<file path="src/rtl/pa_spsram_req_ctrl_pkg.sv">
// Shared definitions for the SRAM request controller.
//   - access size encodings (SIZE_B / SIZE_H / SIZE_W; 2'b11 is reserved)
//   - response buffer depth and count width
//   - response entry type {err, rdata}
//   - lane_wmask(): active-high bit mask of the byte lanes a store touches
package pa_spsram_req_ctrl_pkg;

  localparam logic [1:0] SIZE_B = 2'b00;
  localparam logic [1:0] SIZE_H = 2'b01;
  localparam logic [1:0] SIZE_W = 2'b10;

  localparam int RSP_DEPTH = 2;
  localparam int RSP_CNT_W = $clog2(RSP_DEPTH + 1);

  typedef struct packed {
    logic        err;
    logic [31:0] rdata;
  } rsp_ent_t;

  // Bit mask (1 = written) for a store of the given size at byte offset off.
  function automatic logic [31:0] lane_wmask(input logic [1:0] size,
                                             input logic [1:0] off);
    logic [3:0]  lanes;
    logic [31:0] mask;
    case (size)
      SIZE_B:  lanes = 4'b0001 << off;
      SIZE_H:  lanes = off[1] ? 4'b1100 : 4'b0011;
      default: lanes = 4'b1111;
    endcase
    for (int i = 0; i < 4; i++) begin
      mask[8*i +: 8] = {8{lanes[i]}};
    end
    return mask;
  endfunction

endpackage

</file>
<file path="src/rtl/pa_spsram_req_ctrl_if.sv">
// Request/response bus between the LSU (master) and the SRAM request
// controller (slave).
//   req_vld/req_rdy  request handshake; req_wr, req_addr (byte), req_size,
//                    req_wdata (right-justified)
//   req_sign         only with PA_SPSRAM_REQ_CTRL_SEXT_EN: sign-extend load
//   rsp_vld/rsp_rdy  response handshake; rsp_rdata, rsp_err
interface pa_spsram_req_ctrl_if #(
  parameter int ADDR_WIDTH = 13
);
  logic                  req_vld;
  logic                  req_rdy;
  logic                  req_wr;
  logic [ADDR_WIDTH+1:0] req_addr;
  logic [1:0]            req_size;
  logic [31:0]           req_wdata;
`ifdef PA_SPSRAM_REQ_CTRL_SEXT_EN
  logic                  req_sign;
`endif
  logic                  rsp_vld;
  logic                  rsp_rdy;
  logic [31:0]           rsp_rdata;
  logic                  rsp_err;

`ifdef PA_SPSRAM_REQ_CTRL_SEXT_EN
  modport master (output req_vld, req_wr, req_addr, req_size, req_wdata,
                         req_sign, rsp_rdy,
                  input  req_rdy, rsp_vld, rsp_rdata, rsp_err);
  modport slave  (input  req_vld, req_wr, req_addr, req_size, req_wdata,
                         req_sign, rsp_rdy,
                  output req_rdy, rsp_vld, rsp_rdata, rsp_err);
`else
  modport master (output req_vld, req_wr, req_addr, req_size, req_wdata,
                         rsp_rdy,
                  input  req_rdy, rsp_vld, rsp_rdata, rsp_err);
  modport slave  (input  req_vld, req_wr, req_addr, req_size, req_wdata,
                         rsp_rdy,
                  output req_rdy, rsp_vld, rsp_rdata, rsp_err);
`endif
endinterface

</file>
<file path="src/rtl/pa_spsram_rsp_fifo.sv">
// Two-entry response FIFO, head kept in a register (entry 0).
//   clk, rst        clock, asynchronous active-high reset (clears count)
//   push_a/din_a    older push (load data returning from the SRAM)
//   push_b/din_b    younger push (store/error response accepted this cycle)
//   pop             remove head
//   head, count     head entry and number of valid entries
// Two pushes in one cycle are needed because a load in its data cycle and a
// newly accepted store/error both complete at the same edge; the caller's
// admission rule guarantees room for both.
module pa_spsram_rsp_fifo
  import pa_spsram_req_ctrl_pkg::*;
(
  input  logic                 clk,
  input  logic                 rst,
  input  logic                 push_a,
  input  rsp_ent_t             din_a,
  input  logic                 push_b,
  input  rsp_ent_t             din_b,
  input  logic                 pop,
  output rsp_ent_t             head,
  output logic [RSP_CNT_W-1:0] count
);

  rsp_ent_t             ent0, ent1, nxt0, nxt1;
  logic [RSP_CNT_W-1:0] cnt, nxt_cnt;

  // Pop shifts entry 1 to the head, then pushes append in age order.
  always_comb begin
    nxt0    = ent0;
    nxt1    = ent1;
    nxt_cnt = cnt;
    if (pop) begin
      nxt0    = ent1;
      nxt_cnt = nxt_cnt - RSP_CNT_W'(1);
    end
    if (push_a) begin
      if (nxt_cnt == '0) nxt0 = din_a;
      else               nxt1 = din_a;
      nxt_cnt = nxt_cnt + RSP_CNT_W'(1);
    end
    if (push_b) begin
      if (nxt_cnt == '0) nxt0 = din_b;
      else               nxt1 = din_b;
      nxt_cnt = nxt_cnt + RSP_CNT_W'(1);
    end
  end

  always_ff @(posedge clk or posedge rst) begin
    if (rst) cnt <= '0;
    else     cnt <= nxt_cnt;
  end

  always_ff @(posedge clk) begin
    ent0 <= nxt0;
    ent1 <= nxt1;
  end

  assign head  = ent0;
  assign count = cnt;

endmodule

</file>
<file path="src/rtl/pa_spsram_req_ctrl.sv">
// Initiator-side controller for the 8192x32 single-port SRAM macro.
// Optional feature macro: PA_SPSRAM_REQ_CTRL_SEXT_EN (adds bus.req_sign,
// sign-extends byte/half loads when set).
//   forever_cpuclk   sole clock, rising edge
//   cpurst           asynchronous active-high reset
//   bus (slave)      request/response bus, see pa_spsram_req_ctrl_if
//   sram_a/cen/gwen/wen/d   SRAM pins (active-low enables), driven
//                           combinationally in the accept cycle
//   sram_q           SRAM read data, valid the cycle after a read
// Stores and errors respond one cycle after accept, loads two cycles after.
module pa_spsram_req_ctrl
  import pa_spsram_req_ctrl_pkg::*;
#(
  parameter int ADDR_WIDTH = 13,
  parameter int DATA_WIDTH = 32
) (
  input  logic                  forever_cpuclk,
  input  logic                  cpurst,
  pa_spsram_req_ctrl_if.slave   bus,
  output logic [ADDR_WIDTH-1:0] sram_a,
  output logic                  sram_cen,
  output logic                  sram_gwen,
  output logic [DATA_WIDTH-1:0] sram_wen,
  output logic [DATA_WIDTH-1:0] sram_d,
  input  logic [DATA_WIDTH-1:0] sram_q
);

  function automatic logic [31:0] lane_extract(input logic [31:0] q,
                                               input logic [1:0]  off,
                                               input logic [1:0]  size,
                                               input logic        sext);
    logic [31:0] sh;
    logic [31:0] r;
    sh = q >> {off, 3'b000};
    case (size)
      SIZE_B:  r = {{24{sext & sh[7]}},  sh[7:0]};
      SIZE_H:  r = {{16{sext & sh[15]}}, sh[15:0]};
      default: r = q;
    endcase
    return r;
  endfunction

  function automatic logic [31:0] replicate(input logic [31:0] wd,
                                            input logic [1:0]  size);
    logic [31:0] r;
    case (size)
      SIZE_B:  r = {4{wd[7:0]}};
      SIZE_H:  r = {2{wd[15:0]}};
      default: r = wd;
    endcase
    return r;
  endfunction

  logic                 acc, req_err, ld_acc;
  logic                 inflight_p0;
  logic [1:0]           off_p0, size_p0;
  logic                 sext_p0;
  logic [RSP_CNT_W-1:0] cnt;
  rsp_ent_t             ld_ent, now_ent, head;
  logic                 push_now, pop;

  // ---- accept stage: admission, error decode, SRAM drive ----
  assign req_err = (bus.req_size == 2'b11) ||
                   (bus.req_size == SIZE_H && bus.req_addr[0]) ||
                   (bus.req_size == SIZE_W && bus.req_addr[1:0] != 2'b00);

  // In-flight loads reserve a buffer slot so their data always has room.
  assign bus.req_rdy = ~cpurst &
                       (({1'b0, cnt} + {{RSP_CNT_W{1'b0}}, inflight_p0}) <
                        (RSP_CNT_W + 1)'(RSP_DEPTH));
  assign acc    = bus.req_vld & bus.req_rdy;
  assign ld_acc = acc & ~bus.req_wr & ~req_err;

  always_comb begin
    sram_a    = '0;
    sram_cen  = 1'b1;
    sram_gwen = 1'b1;
    sram_wen  = '1;
    sram_d    = '0;
    if (acc && !req_err) begin
      sram_cen = 1'b0;
      sram_a   = bus.req_addr[ADDR_WIDTH+1:2];
      if (bus.req_wr) begin
        sram_gwen = 1'b0;
        sram_wen  = ~lane_wmask(bus.req_size, bus.req_addr[1:0]);
        sram_d    = replicate(bus.req_wdata, bus.req_size);
      end
    end
  end

  always_ff @(posedge forever_cpuclk or posedge cpurst) begin
    if (cpurst) inflight_p0 <= 1'b0;
    else        inflight_p0 <= ld_acc;
  end

  always_ff @(posedge forever_cpuclk) begin
    if (ld_acc) begin
      off_p0  <= bus.req_addr[1:0];
      size_p0 <= bus.req_size;
`ifdef PA_SPSRAM_REQ_CTRL_SEXT_EN
      sext_p0 <= bus.req_sign;
`endif
    end
  end

`ifndef PA_SPSRAM_REQ_CTRL_SEXT_EN
  assign sext_p0 = 1'b0;
`endif

  // ---- data stage: lane extraction and response buffering ----
  assign ld_ent.err   = 1'b0;
  assign ld_ent.rdata = lane_extract(sram_q, off_p0, size_p0, sext_p0);

  assign now_ent.err   = req_err;
  assign now_ent.rdata = '0;
  assign push_now      = acc & (bus.req_wr | req_err);

  assign pop = bus.rsp_vld & bus.rsp_rdy;

  pa_spsram_rsp_fifo u_rsp_fifo (
    .clk    (forever_cpuclk),
    .rst    (cpurst),
    .push_a (inflight_p0),
    .din_a  (ld_ent),
    .push_b (push_now),
    .din_b  (now_ent),
    .pop    (pop),
    .head   (head),
    .count  (cnt)
  );

  // Head storage is not reset; gating keeps the outputs zero while empty.
  assign bus.rsp_vld   = (cnt != '0);
  assign bus.rsp_rdata = bus.rsp_vld ? head.rdata : 32'h0;
  assign bus.rsp_err   = bus.rsp_vld & head.err;

endmodule

</file>
<file path="src/flat_wrapper.sv">
// flat-port wrapper written by rule: the top's interface ports become plain ports
module pa_spsram_req_ctrl_flat import pa_spsram_req_ctrl_pkg::*;
#(
  parameter int ADDR_WIDTH = 13,
  parameter int DATA_WIDTH = 32
)
  (forever_cpuclk, cpurst, sram_a, sram_cen, sram_gwen, sram_wen, sram_d, sram_q, bus_req_vld, bus_req_wr, bus_req_addr, bus_req_size, bus_req_wdata, bus_rsp_rdy, bus_req_rdy, bus_rsp_vld, bus_rsp_rdata, bus_rsp_err);
  pa_spsram_req_ctrl_if #(.ADDR_WIDTH(ADDR_WIDTH)) bus_i ();
  input  logic forever_cpuclk;
  input  logic cpurst;
  output logic [ADDR_WIDTH-1:0] sram_a;
  output logic sram_cen;
  output logic sram_gwen;
  output logic [DATA_WIDTH-1:0] sram_wen;
  output logic [DATA_WIDTH-1:0] sram_d;
  input  logic [DATA_WIDTH-1:0] sram_q;
  input wire logic [$bits(bus_i.req_vld)-1:0] bus_req_vld;
  input wire logic [$bits(bus_i.req_wr)-1:0] bus_req_wr;
  input wire logic [$bits(bus_i.req_addr)-1:0] bus_req_addr;
  input wire logic [$bits(bus_i.req_size)-1:0] bus_req_size;
  input wire logic [$bits(bus_i.req_wdata)-1:0] bus_req_wdata;
  input wire logic [$bits(bus_i.rsp_rdy)-1:0] bus_rsp_rdy;
  output wire logic [$bits(bus_i.req_rdy)-1:0] bus_req_rdy;
  output wire logic [$bits(bus_i.rsp_vld)-1:0] bus_rsp_vld;
  output wire logic [$bits(bus_i.rsp_rdata)-1:0] bus_rsp_rdata;
  output wire logic [$bits(bus_i.rsp_err)-1:0] bus_rsp_err;
  assign bus_i.req_vld = bus_req_vld;
  assign bus_i.req_wr = bus_req_wr;
  assign bus_i.req_addr = bus_req_addr;
  assign bus_i.req_size = bus_req_size;
  assign bus_i.req_wdata = bus_req_wdata;
  assign bus_i.rsp_rdy = bus_rsp_rdy;
  assign bus_req_rdy = bus_i.req_rdy;
  assign bus_rsp_vld = bus_i.rsp_vld;
  assign bus_rsp_rdata = bus_i.rsp_rdata;
  assign bus_rsp_err = bus_i.rsp_err;
  pa_spsram_req_ctrl #(.ADDR_WIDTH(ADDR_WIDTH), .DATA_WIDTH(DATA_WIDTH)) u_core (.forever_cpuclk(forever_cpuclk), .cpurst(cpurst), .bus(bus_i), .sram_a(sram_a), .sram_cen(sram_cen), .sram_gwen(sram_gwen), .sram_wen(sram_wen), .sram_d(sram_d), .sram_q(sram_q));
endmodule
</file>
<file path="config.mk">
export PLATFORM = sky130hd
export DESIGN_NAME = pa_spsram_req_ctrl_flat
export DESIGN_NICKNAME = d
export VERILOG_FILES = /design/src/rtl/pa_spsram_req_ctrl_pkg.sv /design/src/rtl/pa_spsram_req_ctrl_if.sv /design/src/rtl/pa_spsram_rsp_fifo.sv /design/src/rtl/pa_spsram_req_ctrl.sv /design/src/flat_wrapper.sv
export SDC_FILE = /design/constraint.sdc
export NUM_CORES = 1
export LEC_CHECK = 0
export BUFFER_PORTS_ARGS = -buffer_cell sky130_fd_sc_hd__clkbuf_2
export CAP_MARGIN = 40
export CELL_PAD_IN_SITES_DETAIL_PLACEMENT = 1
export CELL_PAD_IN_SITES_GLOBAL_PLACEMENT = 2
export CORE_MARGIN = 2
export CORE_UTILIZATION = 27
export CTS_CLUSTER_DIAMETER = 40
export DETAILED_ROUTE_END_ITERATION = 7
export PLACE_DENSITY = 0.86
export SYNTH_ARGS = -nofsm -noshare
export SYNTH_HDL_FRONTEND = slang
export SYNTH_SLANG_ARGS = --single-unit
</file>
<file path="constraint.sdc">
create_clock -name forever_cpuclk -period 4.4 [get_ports forever_cpuclk]
set_input_delay 0 -clock forever_cpuclk [delete_from_list [all_inputs] [get_ports forever_cpuclk]]
set_output_delay 0 -clock forever_cpuclk [all_outputs]
set_load 0.05 [all_outputs]
</file>
==> summary.md <==
| Metric | Value |
|---|---|
| Measured slew at the worst slew-check pin | `916 ps` |
| Final hold violation count | `0` |
| # port buffers | `199` |
| Comb pwr share | `46.8%` |
| Leakage power | `2.79 nW` |
| DRT Pass-1 Iters | `4` |
| Post-Syn Area | `4860 µm²` |
| Clock transition at path regs | `60 ps` |
| Final Wtd Congestion | `0.774` |
| Hold Startpoint | `bus_req_addr[1]` |
| Max transition margin | `between 30% and 40%` |
| Synth Flop Type | `dfxtp_1` |
| GRT Total Usage | `16.8%` |
| Clock Skew | `7.89 ps` |
| Post-synth EDFFs | `4` |
| Die area | `19100 µm²` |
| Clock sink total | `73` |
| Post-DP Area | `5740 µm²` |
| Final worst-path cycle share | `a little under three quarters` |
| Status | `completed` |
| Placed insts | `917` |
| Layout Area Growth over Synthesis | `27.0%` |
| Post-synthesis sequential area ratio | `a little under a third` |
| Flop pwr share | `30.5%` |
| GRT overflow | `0` |
| Cell Count, Final, Fillers Out | `between 900 and 1000` |
| R2R setup slack | `1250 ps` |
| P_sw | `1.49 mW` |
| Vias/cell | `5.06` |
| Clock power frac | `22.7%` |
| # H-tree levels | `3` |
| Worst Hold End | `u_core.off_p0[1]` |
| DR vias | `roughly 4800` |
| Crit Path Max Fanout | `17` |
| Share of post-route cells with drive strength above 1 | `38.3%` |
| Setup violations, final | `0` |
| Synth Register Bits | `73` |
| Antenna-violating nets left | `0` |
| Syn_nets | `647` |
| Async set-reset flop share out of synthesis | `4.11%` |
| Hold Buf Count CTS | `13` |
| Cell variety after synth | `51` |
| F_max | `318 MHz` |
| Startpoint types | `flip-flop` |
| Clk root buf | `clkbuf_16` |
| Core box area | `17800 µm²` |
| First-pass GRT wire length | `around 26 mm` |
| Die Wd | `approximately 140 µm` |
| Drt initial violations | `~140` |
| Pint | `1.94 mW` |
| Fin util | `about a third` |
| Period minus WS final | `about 3100 ps` |
| Total CTS buffers | `9` |
| Maximum vdd ir drop | `0.369 mV` |
| Post-CTS setup buffers | `0` |
| Worst Path Class, Setup | `reg -> reg` |
| CP Capture Type | `flip-flop` |
| Syn Area/Cell | `roughly 8.7 µm²` |
| Sw Ratio | `43.5%` |
| Post-CTS Resized | `0` |
| Reg2reg start | `u_core.u_rsp_fifo.count[0]` |
| Drt total wl | `16.4 mm` |
| Vias in the first global route | `4863` |
| Crit Reg-Reg Endpoint | `u_core.u_rsp_fifo.head[10]` |
| Min-Delay Path Class | `in -> reg` |
| Cell count after synthesis | `558` |
| Initial Util | `27.3%` |
| Worst hold stages | `1` |
| RSZ-0062 raised after global routing | `no` |
| Post-detailed-route wirelength per cell | `17.3 µm` |
| WP data arrival | `about 3300 ps` |
| Row count | `49` |
| Largest net degree at the start of global routing | `47` |
| Deepest clock path buffer count | `2` |
| I/O pin total | `200` |
| Max Transition Viols Final | `0` |
| Die height | `138 µm` |
| Max-cap violations | `0` |
| Final nets | `801` |
| Syn. warnings | `0` |
| DP Wirelength | `roughly 12 mm` |
| Final Instance Area | `between 6000 and 7000 µm²` |
| CTS tree | `yes` |
| Initial antenna violation count | `0` |
| Setup TNS Final | `0 ps` |
| DRC viols | `0` |
| Clk Latency, worst-skew pair | `330 ps` |
| Pwr Density | `556 nW/µm²` |
| Required @ worst endpoint | `4590 ps` |
| Ant diodes | `0` |
| FF-to-FF path depth | `12` |
## final cells by class
class                   instances  area, µm²
repair buffers                223       1220
inverters                      10       37.5
clock buffers                  10        229
well taps                     229        287
fillers                      2164      11700
multi-input cells             395       2810
clock inverters                 5       81.3
flip-flops and latches         73       1520
## sequential cells by signal, summed over array words and instances, names as in the netlist
signal / flops
u_core.inflight_p0: 1
u_core.off_p0: 2
u_core.size_p0: 2
u_core.u_rsp_fifo.count: 2
u_core.u_rsp_fifo.ent1: 33
u_core.u_rsp_fifo.head: 33
## cell usage after synthesis (14+ instances only)
| library cell | number | share of area (%) |
|---|---|---|
| o21ai_0 | 14 | 1.4 |
| mux2i_1 | 50 | 10 |
| nor2b_1 | 45 | 5.8 |
| a21oi_1 | 57 | 5.9 |
| buf_2 | 15 | 1.5 |
| nor2_1 | 39 | 3.0 |
| nand3_1 | 16 | 1.6 |
| buf_4 | 29 | 4.5 |
| clkbuf_1 | 24 | 1.9 |
| nand2_1 | 26 | 2.0 |
| o22ai_1 | 17 | 2.2 |
| and2_1 | 14 | 1.8 |
| a221oi_1 | 14 | 2.5 |
| a211oi_2 | 30 | 7.7 |
| dfxtp_1 | 66 | 27 |
## worst max-delay path by stage
stage,from,endpoint,slack [ps]
final,u_core.u_rsp_fifo.count[0],u_core.u_rsp_fifo.head[10],1250
after global routing,u_core.u_rsp_fifo.count[0],u_core.u_rsp_fifo.head[0],980
after CTS,u_core.u_rsp_fifo.count[0],u_core.u_rsp_fifo.head[6],1220
after detailed placement,u_core.u_rsp_fifo.count[0],u_core.u_rsp_fifo.head[6],1250
after global placement,u_core.u_rsp_fifo.count[0],u_core.u_rsp_fifo.head[27],1300
after floorplan,u_core.u_rsp_fifo.count[0],u_core.u_rsp_fifo.head[11],1290
## metal layers
metal	wire length, µm	global-route usage, %	part of all wire, %
met5	0	0	0
met4	91	2.79	0.56
met3	989	4.02	6.0
met2	7920	28.7	48
met1	7360	22.0	45
## cell usage in the layout, fill, tap and decap left out, drive strengths merged, types with 10 or more instances in the layout
cell type    synthesis  final
o21ai               14     14
buf                 56     11
nor2b               46     46
mux2i               50     50
dlygate4sd3          0     13
o22ai               17     17
nor2                41     41
dfxtp               66     66
nand3               16     16
inv                 10     10
a21oi               60     60
nand2               26     26
clkbuf              24    209
and2                15     15
a221oi              14     14
a211oi              42     42
## power groups by stage
| stage | registers (mW) | logic [mW] | clock network [mW] |
|---|---|---|---|
| 2_1_floorplan | 0.996 | 1.32 | 0 |
| 3_3_place_gp | 1.06 | 1.58 | 0 |
| 3_5_place_dp | 1.06 | 1.61 | 0 |
| 4_1_cts | 1.05 | 1.63 | 0.792 |
| 5_1_grt | 1.07 | 1.75 | 0.827 |
| 6_report | 1.05 | 1.61 | 0.779 |
## kinds of logic after synthesis
group | share of synthesized area [%]
AOI/OAI and AO/OA | 27.1
and+or+nand+nor | 18.6
buffers and inverters | 11.3
DFF | 31.2
muxes | 10.5
xor gates and xnor gates | 0.541
adders and majority gates | 0.772
## worst max-delay path: stages (launching register included)
cell,delay [ps]
dfrtp_1,510
inv_1,90
ha_1,240
nor2b_4,150
mux2_2,360
ha_1,290
nand2_1,70
o21a_1,130
ha_1,440
inv_1,140
nor2_4,150
buf_4,340
a211oi_2,80
## stage by stage
| step | total power, mW | worst slack [ps] | hold WS (ps) |
|---|---|---|---|
| 4_1_cts | 3.47 | 1220 | 3.01 |
| 2_1_floorplan | 2.32 | 1290 | -246 |
| 6_report | 3.43 | 1250 | 12.4 |
| 5_1_grt | 3.65 | 977 | 22.7 |
| 3_3_place_gp | 2.64 | 1300 | -97.4 |
| 3_5_place_dp | 2.67 | 1250 | -89.2 |
Note: power is estimated with default switching activity, not from simulation.
